==> src/rtl/my_memory_pkg.sv <==
// my_memory_pkg: default geometry, word type and reset word shared by my_memory.
package my_memory_pkg;
    localparam int DATA_W = 8;
    localparam int ADDR_W = 2;
    typedef logic [DATA_W-1:0] word_t;
    localparam word_t RST_WORD = '0;
endpackage

==> src/rtl/my_memory.sv <==
// my_memory: single-port synchronous RAM with registered read, read-first by default.
// Define MEM_WRITE_THROUGH_EN for write-first (written data appears on data_out the same edge).
module my_memory
    import my_memory_pkg::*;
#(
    parameter int DATA_W = my_memory_pkg::DATA_W,
    parameter int ADDR_W = my_memory_pkg::ADDR_W
) (
    input  logic              clk,
    input  logic              rst,
    input  logic              we,
    input  logic [ADDR_W-1:0] dir,
    input  logic [DATA_W-1:0] data_in,
    output logic [DATA_W-1:0] data_out
);
    localparam int DEPTH = 2 ** ADDR_W;
    logic [DATA_W-1:0] mem_q [DEPTH];
    logic [DATA_W-1:0] data_out_q, data_out_d;
`ifdef MEM_WRITE_THROUGH_EN
    assign data_out_d = we ? data_in : mem_q[dir];
`else
    assign data_out_d = mem_q[dir];
`endif
    always_ff @(posedge clk) begin
        if (rst) begin
            for (int i = 0; i < DEPTH; i++) mem_q[i] <= DATA_W'(RST_WORD);
            data_out_q <= DATA_W'(RST_WORD);
        end else begin
            if (we) mem_q[dir] <= data_in;
            data_out_q <= data_out_d;
        end
    end
    assign data_out = data_out_q;
endmodule

==> config.mk <==
export PLATFORM = sky130hd
export DESIGN_NAME = my_memory
export DESIGN_NICKNAME = d
export VERILOG_FILES = /design/src/rtl/my_memory_pkg.sv /design/src/rtl/my_memory.sv
export SDC_FILE = /design/constraint.sdc
export NUM_CORES = 1
export LEC_CHECK = 0
export CORE_MARGIN = 1.5
export CORE_UTILIZATION = 45
export CTS_CLUSTER_DIAMETER = 200
export DETAILED_ROUTE_END_ITERATION = 7
export PLACE_DENSITY = 0.68
export REMOVE_ABC_BUFFERS = 1
export SYNTH_ARGS = -nofsm -noshare
export SYNTH_HDL_FRONTEND = slang
export SYNTH_SLANG_ARGS = --single-unit
export TNS_END_PERCENT = 100
==> constraint.sdc <==
create_clock -name clk -period 1.55 [get_ports clk]
set_clock_uncertainty 0.05 [all_clocks]
set_input_delay 0.155 -clock clk [delete_from_list [all_inputs] [get_ports clk]]
set_output_delay 0.155 -clock clk [all_outputs]
set_load 0.01 [all_outputs]
==> After elaboration in Yosys (flattened, before gate mapping) <==
Memories as Yosys holds them, arrays and structs flattened. A register that Yosys moved wholly into a read port is not among the register bits.
Index checks and enable logic that the tools add are counted.
{ "word_totals": {"wordCells": 10, "ff_bits": 0, "out_inout_bits": 8, "mem_bits_rw": 32, "inputBits": 13, "memories": 1} }
{ "op_classes": {"mux": 8, "reduce_logical": 1} }
{ "mem_list": {"columns": ["name", "words", "width", "rd", "rd_ports_with_merged_regs", "wr", "line_no", "source"], "rows": [
  ["mem_q", 4, 8, 1, 1, 4, "my_memory.sv:17", "logic [DATA_W-1:0] mem_q [DEPTH];"]
]} }
{ "op_table": {"columns": ["cell", "n"], "rows": [
  ["2-to-1 mux 8 bit", 1],
  ["OR reduction 8 bit", 1],
  ["2-to-1 mux 1 bit", 6],
  ["2-to-1 mux 2 bit", 1]
]} }

==> Logic depth before layout (Yosys ltp) <==
Gate-level depths: netlist (run 1).
{ "depth": {"ltp_word": 5, "mapped_depth": 4, "mapped_depth_nobuf": 2} }

==> Worst setup path before layout (run 1) <==
No wires, ideal clock.
{ "synth_path": {"path_type": "input-to-reg", "startpoint": "input port dir[0]", "endpoint": "memory mem_q[2][0] (enable)", "arrival_ns": 0.904, "cell_stages": 3, "t_required_ns": 1.191, "setup_slack_ns": 0.287, "cell_sequence": "buf_6 nor4bb_4 or2_2"} }
{ "synth_lines": {"columns": ["element", "line_no", "source"], "rows": [
  ["start, declared", "my_memory.sv:12", "input logic [ADDR_W-1:0] dir,"],
  ["end, declared", "my_memory.sv:17", null]
]} }

==> summary.txt, run 1 <==
Critical path
  – Worst path max stage delay: 590 ps
  – Reg2reg start: mem_q[3][3]
  – Reg2Reg Depth: 2
  – CP Data Arrival Time: 1390 ps
  – Crit Path Category: in -> reg
  – Critical Path Sink Type: flip-flop
  – Reg2reg end: data_out[3]
  – WP data required: 1480 ps
  – Cell Chain, Critical Path: clkdlybuf4s50_1 -> nor4bb_4 -> or2_2
  – Crit path max-delay cell type: clkdlybuf4s50_1
  – R2R setup slack: 770 ps
  – CP Launch Type: primary input
  – Critical Path Fanout Max: 8

STA
  – Slew headroom: 75.0%
  – Crit share post-route: 94.3%
  – Worst setup margin: 88.9 ps
  – Setup violations, final: 0
  – Hold Slack: 465 ps
  – Max Clk Rate: 684 MHz
  – Fin crit period: 1460 ps
  – Worst Max-Slew Pin Slew: 374 ps
  – Final hold viol count: 0
  – Setup TNS Final: 0 ps
  – Final Max Slew Viols: 0
  – RSZ-0062 raised after global routing: false

Yosys
  – Flop and latch count out of synthesis: 40
  – Area leader, netlist: edfxtp_1
  – Gate Count Post-Synth: 111
  – Top post-synthesis cells by area: edfxtp_1, and2_1, dfxtp_1
  – Cell area after synthesis: 1690 sq um
  – Synth warn: 0
  – Synthesized area per cell: 15.2 sq um
  – Area fraction of the dominant cell type after synthesis: 56.9%
  – Yosys cell types: 15
  – Sequential cell area fraction in the yosys report: 66.4%

Pwr
  – P_leak: 0.788 nW
  – Peak supply drop: 0.000547 V
  – Power per Cell Area: 1020 nW/um^2

Routing
  – DR pass1 iterations: 4
  – DR WL/cell: 15.0 um
  – DR iter-0 viols: 36
  – Vias/cell: 5.04
  – Post-route DRC: 0
  – WL final: 2.84 mm
  – Total number of vias: 952
  – ANT nets after route: 0

Layout
  – # diodes: 0
  – Nets: 156
  – Commonest cells after routing, fill and taps aside: and2_1, edfxtp_1, clkdlybuf4s50_1, mux2i_1, buf_4
  – Share of cells above drive strength 1: 16.3%
  – Post-route insts no fill: 189
  – P&R area growth vs syn: 22.0%

Placement
  – Port Buffers: 20
  – Half-perimeter wire length after placement: 1.94 mm
  – RePlAce Congestion: 0.699
  – Placed cells: 184
  – Placement Setup Slack: -207 ps

Global route
  – GR Overflow Total: 0
  – GR Util All Layers: 15.9%
  – Largest net degree at the start of global routing: 13
  – Initial antenna violation count: 0
  – First-pass GRT wire length: 4.55 mm
  – Vias in the first global route: 913

Clock network
  – CTS Hold Bufs: 0
  – Clock buffer depth: 2
  – Clock Pin Slew Worst Setup and Hold Paths: 70 ps
  – Sink Count: 40
  – Root buffer cell: clkbuf_8
  – Clock Latency Late Sink: 290 ps
  – Post-CTS Resized: 0
  – H-tree Lvls: 2
  – CTS tree: yes
  – Post-CTS setup buffers: 0
  – Inserted Clock Buffers: 5

Floorplanning
  – Die area: 4130 sq um
  – Horiz. Die Dim: 64.2 um
  – Die Y: 64.2 um
  – CORE AREA: 3630 sq um
  – Rows: 22
  – Initial core utilization: 46.5%
  – Num ports: 21

Hold path
  – Hold WC Path Type: reg -> reg
  – Hold Path Origin: mem_q[2][5]
  – Hold Path Depth: 2
  – Hold EP: data_out[5]

Run
  – Max Cap Viol: 0

Outcome
  – Status: finished clean
final cells by class:
type / count / area, sq um
fill: 304 / 1570
sequential: 40 / 1120
multi-input combinational: 66 / 522
timing repair buffer: 30 / 288
clock buffer: 5 / 68.8
tap: 48 / 60.1
logic make-up after synthesis:
group / after synthesis / share of synthesized area [%]
and+or+nand+nor: 41 / 17.9
DFF: 40 / 66.4
buffers and inverters: 5 / 2.67
muxes: 16 / 9.49
AOI/OAI and AO/OA: 9 / 3.48
worst max-delay path, delay by kind of cell:
kind,cells,cell delay (ps)
simple gates,2,650
buf+inv,1,590
per-stage QoR:
| step | utilization [%] | power, W | cell area (sq um) |
|---|---|---|---|
| global route | 56.7 | 0.00220 | 2060 |
| global placement | 54.8 | 0.00152 | 1990 |
| finish | 56.7 | 0.00210 | 2060 |
| CTS | 56.7 | 0.00213 | 2060 |
| floorplan | - | 0.00138 | 1640 |
| detailed placement | 54.8 | 0.00153 | 1990 |
flip-flops by register name, summed over array words and instances, names as in the netlist:
signal and cells:
data_out 8, mem_q 32
Yosys cell counts:
cell      instances
o22ai_1           8
buf_4             1
a31o_2            1
and4bb_4          1
buf_6             3
clkbuf_1          1
mux2i_1          16
nor2b_1           1
and2_1           32
nor4b_4           1
nand2b_1          1
edfxtp_1         32
or2_2             4
dfxtp_1           8
nor4bb_4          1
worst max-delay path by stage:
stage           start          end  slack, ps  cells past startpoint
5_1_grt        dir[0]  mem_q[1][3]         60                      3
6_report       dir[0]  mem_q[2][4]         90                      3
4_1_cts        dir[0]  mem_q[1][4]         80                      3
2_1_floorplan  dir[0]  mem_q[2][0]        430                      2
3_3_place_gp   dir[0]  mem_q[2][4]       -170                      3
3_5_place_dp   dir[0]  mem_q[1][4]       -210                      3
per-layer routing:
layer	up-vias	global-route usage (%)	share of wire (%)
li1	467	-	-
met1	459	17.5	42
met2	20	26.8	51
met3	6	6.34	4.6
met4	0	7.18	2.1
met5	-	0	0
report_power, final:
| group | total [W] | internal, W | switching [W] |
|---|---|---|---|
| Sequential | 0.00126 | 0.00124 | 0.0000204 |
| Combinational | 0.000234 | 0.000128 | 0.000106 |
| Clock | 0.000604 | 0.000289 | 0.000315 |
| Total | 0.00210 | 0.00166 | 0.000441 |
(Power assumes the default switching activity.)
==> run 2: changes to the inputs <==
--- a/config.mk
+++ b/config.mk
@@ -5,12 +5,12 @@
 export SDC_FILE = /design/constraint.sdc
 export NUM_CORES = 1
 export LEC_CHECK = 0
-export CORE_MARGIN = 1.5
+export CORE_MARGIN = 2
 export CORE_UTILIZATION = 45
-export CTS_CLUSTER_DIAMETER = 200
 export DETAILED_ROUTE_END_ITERATION = 7
 export PLACE_DENSITY = 0.68
 export REMOVE_ABC_BUFFERS = 1
+export SKIP_LAST_GASP = 1
 export SYNTH_ARGS = -nofsm -noshare
 export SYNTH_HDL_FRONTEND = slang
 export SYNTH_SLANG_ARGS = --single-unit
==> summary.txt, run 2 (same netlist as run 1, synthesis figures left out) <==
Floorplanning
  – Num ports: 21 (unchanged)
  – Die area: 4260 sq um (+3.1%)
  – Die Y: 65.2 um (+1.6%)
  – Rows: 22 (unchanged)
  – Initial core utilization: 46.5% (unchanged)
  – CORE AREA: 3630 sq um (unchanged)
  – Horiz. Die Dim: 65.2 um (+1.6%)

Layout
  – P&R area growth vs syn: 21.6%
  – Nets: 155 (-0.64%)
  – Final instance area: 2050 sq um (-0.36%)
  – Max FFs per register: 32 (unchanged)
  – # diodes: 0 (unchanged)
  – Top reg by flops: mem_q
  – Commonest cells after routing, fill and taps aside: and2_1, edfxtp_1, clkdlybuf4s50_1, mux2i_1, buf_4
  – # fillers: 330 (+8.6%)
  – Share of cells above drive strength 1: 16.1% (-0.23 points)

Pwr
  – Share of total power in sequential cells: 58.9% (-1.2 points)
  – P_leak: 0.784 nW (-0.44%)
  – Combinational group share of total power: 10.7% (-0.4 points)
  – Sw Pwr: 0.000473 W (+7.3%)
  – Clk pwr share: 30.4% (+1.7 points)
  – Switching Share: 21.9% (+0.97 points)
  – Power per Cell Area: 1050 nW/um^2 (+2.9%)
  – Int Pwr: 0.00168 W (+1.3%)
  – Peak supply drop: 0.000672 V (+23%)

Global route
  – Vias in the first global route: 1010 (+11%)
  – First-pass GRT wire length: 4.91 mm (+8.0%)
  – Largest net degree at the start of global routing: 17 (+4)
  – Initial antenna violation count: 0 (unchanged)
  – GR Util All Layers: 16.6% (+0.70 points)
  – GR Overflow Total: 0 (unchanged)

Critical path
  – CP delay by family, top: buffers and inverters
  – Critical Path Fanout Max: 16 (+8)
  – Crit path max-delay cell type: clkdlybuf4s50_1
  – CP Launch Type: primary input
  – WP data required: 1660 ps (+180 ps)
  – CP Data Arrival Time: 1530 ps (+140 ps)
  – Crit Path Category: in -> reg
  – Crit path buf inv count: 2 (+1)
  – R2R setup slack: 680 ps (-90 ps)
  – Cell Chain, Critical Path: clkdlybuf4s50_1 -> buf_4 -> mux2i_1 -> o22ai_1
  – Critical Path Sink Type: flip-flop
  – Worst path max stage delay: 640 ps (+50 ps)

STA
  – Slew headroom: 77.0% (+2.0 points)
  – Setup violations, final: 0 (unchanged)
  – Final hold viol count: 0 (unchanged)
  – Hold Slack: 500 ps (+35.3 ps)
  – Fin crit period: 1420 ps (-45.5 ps)
  – RSZ-0062 raised after global routing: false
  – Worst Max-Slew Pin Slew: 345 ps (-29.4 ps)
  – Final Max Slew Viols: 0 (unchanged)
  – Max Clk Rate: 706 MHz (+3.2%)
  – Crit share post-route: 91.3% (-2.9 points)

Clock network
  – CTS Hold Bufs: 0 (unchanged)
  – Post-CTS setup buffers: 0 (unchanged)
  – Root buffer cell: clkbuf_8
  – H-tree Lvls: 2 (unchanged)
  – Sink Count: 40 (unchanged)
  – Post-CTS Resized: 0 (unchanged)
  – CTS tree: yes
  – Clock Pin Slew Worst Setup and Hold Paths: 70 ps (about the same)
  – Clock buffer depth: 2 (unchanged)
  – Inserted Clock Buffers: 5 (unchanged)
  – Clock Latency Late Sink: 290 ps (about the same)

Routing
  – DR WL/cell: 16.5 um (+9.6%)
  – ANT nets after route: 0 (unchanged)
  – WL final: 3.15 mm (+11%)
  – DR iter-0 viols: 27 (-25%)
  – DR pass1 iterations: 4 (unchanged)
  – Total number of vias: 944 (-0.84%)
  – Vias/cell: 4.94 (-1.9%)
  – Post-route DRC: 0 (unchanged)

Placement
  – Half-perimeter wire length after placement: 2.22 mm (+15%)
  – Port Buffers: 20 (unchanged)
  – RePlAce Congestion: 0.720 (+3.1%)
  – DP Area: 1970 sq um (-1.0%)

Run
  – Max Cap Viol: 0 (unchanged)

Outcome
  – Status: finished clean

Hold path
  – Hold WC Path Type: reg -> reg
==> run 2: changes by cell type in the layout (fill, tap and decap cells not counted) <==
cell      previous run  this run
clkinv_2             0         1
buf_12               1         0
clkbuf_1             0         2
==> run 2: final timing paths <==
| check | from | cells after the start | to |
|---|---|---|---|
| worst min register to register | mem_q[0][0] | 2 | data_out[0] |
| worst max register to register | mem_q[3][3] | 2 | data_out[3] |
| worst min-delay path | mem_q[0][0] | 2 | data_out[0] |
| worst max-delay path | dir[0] | 4 | data_out[3] |
==> run 2: power groups by stage <==
stage	clock [W]	combinational, W	sequential (W)
finish	0.000655	0.000230	0.00127
global route	0.000724	0.000249	0.00127
CTS	0.000667	0.000233	0.00127
detailed placement	0	0.000232	0.00129
global placement	0	0.000227	0.00129
floorplan	0	0.0000902	0.00129
==> run 2: final cells by class <==
class                   count  area, sq um  area share (%)
multi-input cells          66          522            25.4
clock buffers               7         76.3            3.72
flip-flops and latches     40         1120            54.6
well taps                  48         60.1            2.93
clock inverters             1         5.00           0.244
repair buffers             29          268            13.0
==> run 2: worst reg2reg max path, delay by kind of cell (launching register included) <==
| kind | cells | cell delay (ps) |
|---|---|---|
| muxes | 1 | 190 |
| DFF | 1 | 390 |
| AOI/OAI and AO/OA | 1 | 110 |
==> run 2: through the flow <==
step,worst slack [ps],cells,util [%],power [W],TNS [ps]
finish,134,191,56.5,0.00216,0
floorplan,432,106,-,0.00138,0
global route,70.0,191,56.5,0.00225,0
CTS,124,191,56.5,0.00217,0
detailed placement,-173,183,54.2,0.00153,-4960
global placement,-142,183,54.2,0.00152,-3820
==> run 2: routing by layer <==
metal  part of all wire, %  routed length, um  GRT usage, %
met1                    43               1360          19.2
met2                    50               1560          28.3
met3                   5.0                156          4.11
met4                   2.2                 69          8.59
met5                     0                  0             0
==> run 3: changes to the inputs <==
--- a/config.mk
+++ b/config.mk
@@ -8,10 +8,11 @@
 export CORE_MARGIN = 2
 export CORE_UTILIZATION = 45
 export DETAILED_ROUTE_END_ITERATION = 7
+export MAX_ROUTING_LAYER = met4
 export PLACE_DENSITY = 0.68
 export REMOVE_ABC_BUFFERS = 1
 export SKIP_LAST_GASP = 1
 export SYNTH_ARGS = -nofsm -noshare
 export SYNTH_HDL_FRONTEND = slang
 export SYNTH_SLANG_ARGS = --single-unit
-export TNS_END_PERCENT = 100
+export TNS_END_PERCENT = 20
==> summary.txt, run 3 (same netlist as run 1, synthesis figures left out) <==
Pwr
  – Combinational group share of total power: 10.7% (about the same)
  – Share of total power in sequential cells: 58.8% (about the same)
  – Switching Share: 22.1% (+0.13 points)
  – Int Pwr: 0.00168 W (about the same)
  – Peak supply drop: 0.000677 V (+0.65%)
  – P_leak: 0.784 nW (unchanged)
  – Sw Pwr: 0.000476 W (+0.76%)
  – Clk pwr share: 30.5% (about the same)
  – Power, Total: 0.00216 W (+0.17%)
  – Power per Cell Area: 1050 nW/um^2 (+0.17%)

Layout
  – P&R area growth vs syn: 21.6% (unchanged)
  – Nets: 155 (unchanged)
  – Top reg by flops: mem_q
  – # diodes: 0 (unchanged)
  – Commonest cells after routing, fill and taps aside: and2_1, edfxtp_1, clkdlybuf4s50_1, mux2i_1, buf_4
  – Max FFs per register: 32 (unchanged)
  – Share of cells above drive strength 1: 16.1% (unchanged)

Run
  – Max Cap Viol: 0 (unchanged)

Routing
  – WL final: 3.15 mm (unchanged)
  – ANT nets after route: 0 (unchanged)
  – DR WL/cell: 16.5 um (unchanged)
  – DR iter-0 viols: 32 (+19%)
  – Post-route DRC: 0 (unchanged)
  – DR pass1 iterations: 4 (unchanged)
  – Vias/cell: 4.94 (-0.11%)
  – Total number of vias: 943 (-0.11%)

STA
  – Slew headroom: 77.0% (about the same)
  – Worst setup margin: 134 ps (-0.596 ps)
  – Crit share post-route: 91.4% (about the same)
  – Final Max Slew Viols: 0 (unchanged)
  – Setup violations, final: 0 (unchanged)
  – RSZ-0062 raised after global routing: false
  – Max Clk Rate: 706 MHz (about the same)
  – Worst Max-Slew Pin Slew: 345 ps (-0.368 ps)
  – Final hold viol count: 0 (unchanged)
  – Fin crit period: 1420 ps (+0.596 ps)

Placement
  – Port Buffers: 20 (unchanged)
  – Half-perimeter wire length after placement: 2.22 mm (unchanged)
  – RePlAce Congestion: 0.729 (+1.2%)
  – Placement Setup Slack: -173 ps (unchanged)

Clock network
  – Root buffer cell: clkbuf_8
  – Clock Latency Late Sink: 290 ps (about the same)
  – Sink Count: 40 (unchanged)
  – Clock buffer depth: 2 (unchanged)
  – Post-CTS Resized: 0 (unchanged)
  – H-tree Lvls: 2 (unchanged)
  – Clock Pin Slew Worst Setup and Hold Paths: 70 ps (about the same)
  – CTS tree: yes
  – Inserted Clock Buffers: 5 (unchanged)
  – CTS Hold Bufs: 0 (unchanged)
  – Post-CTS setup buffers: 0 (unchanged)

Critical path
  – CP Launch Type: primary input
  – Worst path max stage delay: 640 ps (about the same)
  – Critical Path Fanout Max: 16 (unchanged)
  – CP delay by family, top: buffers and inverters
  – Crit Path Category: in -> reg
  – Crit path max-delay cell type: clkdlybuf4s50_1
  – Critical Path Sink Type: flip-flop
  – WP data required: 1660 ps (about the same)
  – Cell Chain, Critical Path: clkdlybuf4s50_1 -> buf_4 -> mux2i_1 -> o22ai_1
  – CP Data Arrival Time: 1530 ps (about the same)
  – Crit path buf inv count: 2 (unchanged)

Global route
  – Initial antenna violation count: 0 (unchanged)
  – GR Util All Layers: 17.1% (+0.49 points)
  – Largest net degree at the start of global routing: 17 (unchanged)
  – GR Overflow Total: 0 (unchanged)
  – First-pass GRT wire length: 4.93 mm (+0.29%)
  – Vias in the first global route: 1006 (-0.40%)

Floorplanning
  – Die Y: 65.2 um (unchanged)
  – CORE AREA: 3630 sq um (unchanged)
  – Horiz. Die Dim: 65.2 um (unchanged)
  – Num ports: 21 (unchanged)
  – Rows: 22 (unchanged)
  – Die area: 4260 sq um (unchanged)
  – Initial core utilization: 46.5% (unchanged)

Hold path
  – Hold WC Path Type: reg -> reg

Outcome
  – Status: finished clean
run 3: final timing paths:
kind               startpoint          end  slack (ps)  cells past startpoint
setup / recovery       dir[0]  data_out[3]         130                      4
hold / removal    mem_q[0][0]  data_out[0]         500                      2
setup reg to reg  mem_q[3][3]  data_out[3]         690                      2
hold reg to reg   mem_q[0][0]  data_out[0]         500                      2
run 3: power by group through the flow:
| stage | clock network (W) | registers [W] | logic (W) |
|---|---|---|---|
| after floorplan | 0 | 0.00129 | 0.0000902 |
| after global placement | 0 | 0.00129 | 0.000227 |
| after detailed placement | 0 | 0.00129 | 0.000232 |
| after CTS | 0.000667 | 0.00127 | 0.000233 |
| after global routing | 0.000724 | 0.00127 | 0.000250 |
| final | 0.000659 | 0.00127 | 0.000231 |
run 3: layout make-up:
class	instances	area (sq um)
flip-flops and latches	40	1120
well taps	48	60.1
fillers	330	1580
clock buffers	7	76.3
repair buffers	29	268
clock inverters	1	5.00
multi-input cells	66	522
run 3: metal layers:
layer	vias to the layer above	wire, um	GRT usage [%]	share of wire (%)
met1	443	1360	19.5	43
met4	0	69	8.59	2.2
met2	29	1560	28.2	50
met3	4	156	4.11	5.0
met5	-	0	-	0
li1	467	-	-	-
run 3: stage by stage:
| stage | instance area (sq um) | setup TNS [ps] | std cells | hold WS [ps] | util, % |
|---|---|---|---|---|---|
| after detailed placement | 1970 | -4960 | 183 | 495 | 54.2 |
| after floorplan | 1640 | 0 | 106 | 282 | - |
| final | 2050 | 0 | 191 | 502 | 56.5 |
| after global placement | 1970 | -3820 | 183 | 470 | 54.2 |
| after CTS | 2050 | 0 | 191 | 512 | 56.5 |
| after global routing | 2050 | 0 | 191 | 530 | 56.5 |
run 3: worst reg2reg max path, stage by stage (launching register included):
cell and delay, ps:
edfxtp_1 390, mux2i_1 190, o22ai_1 110
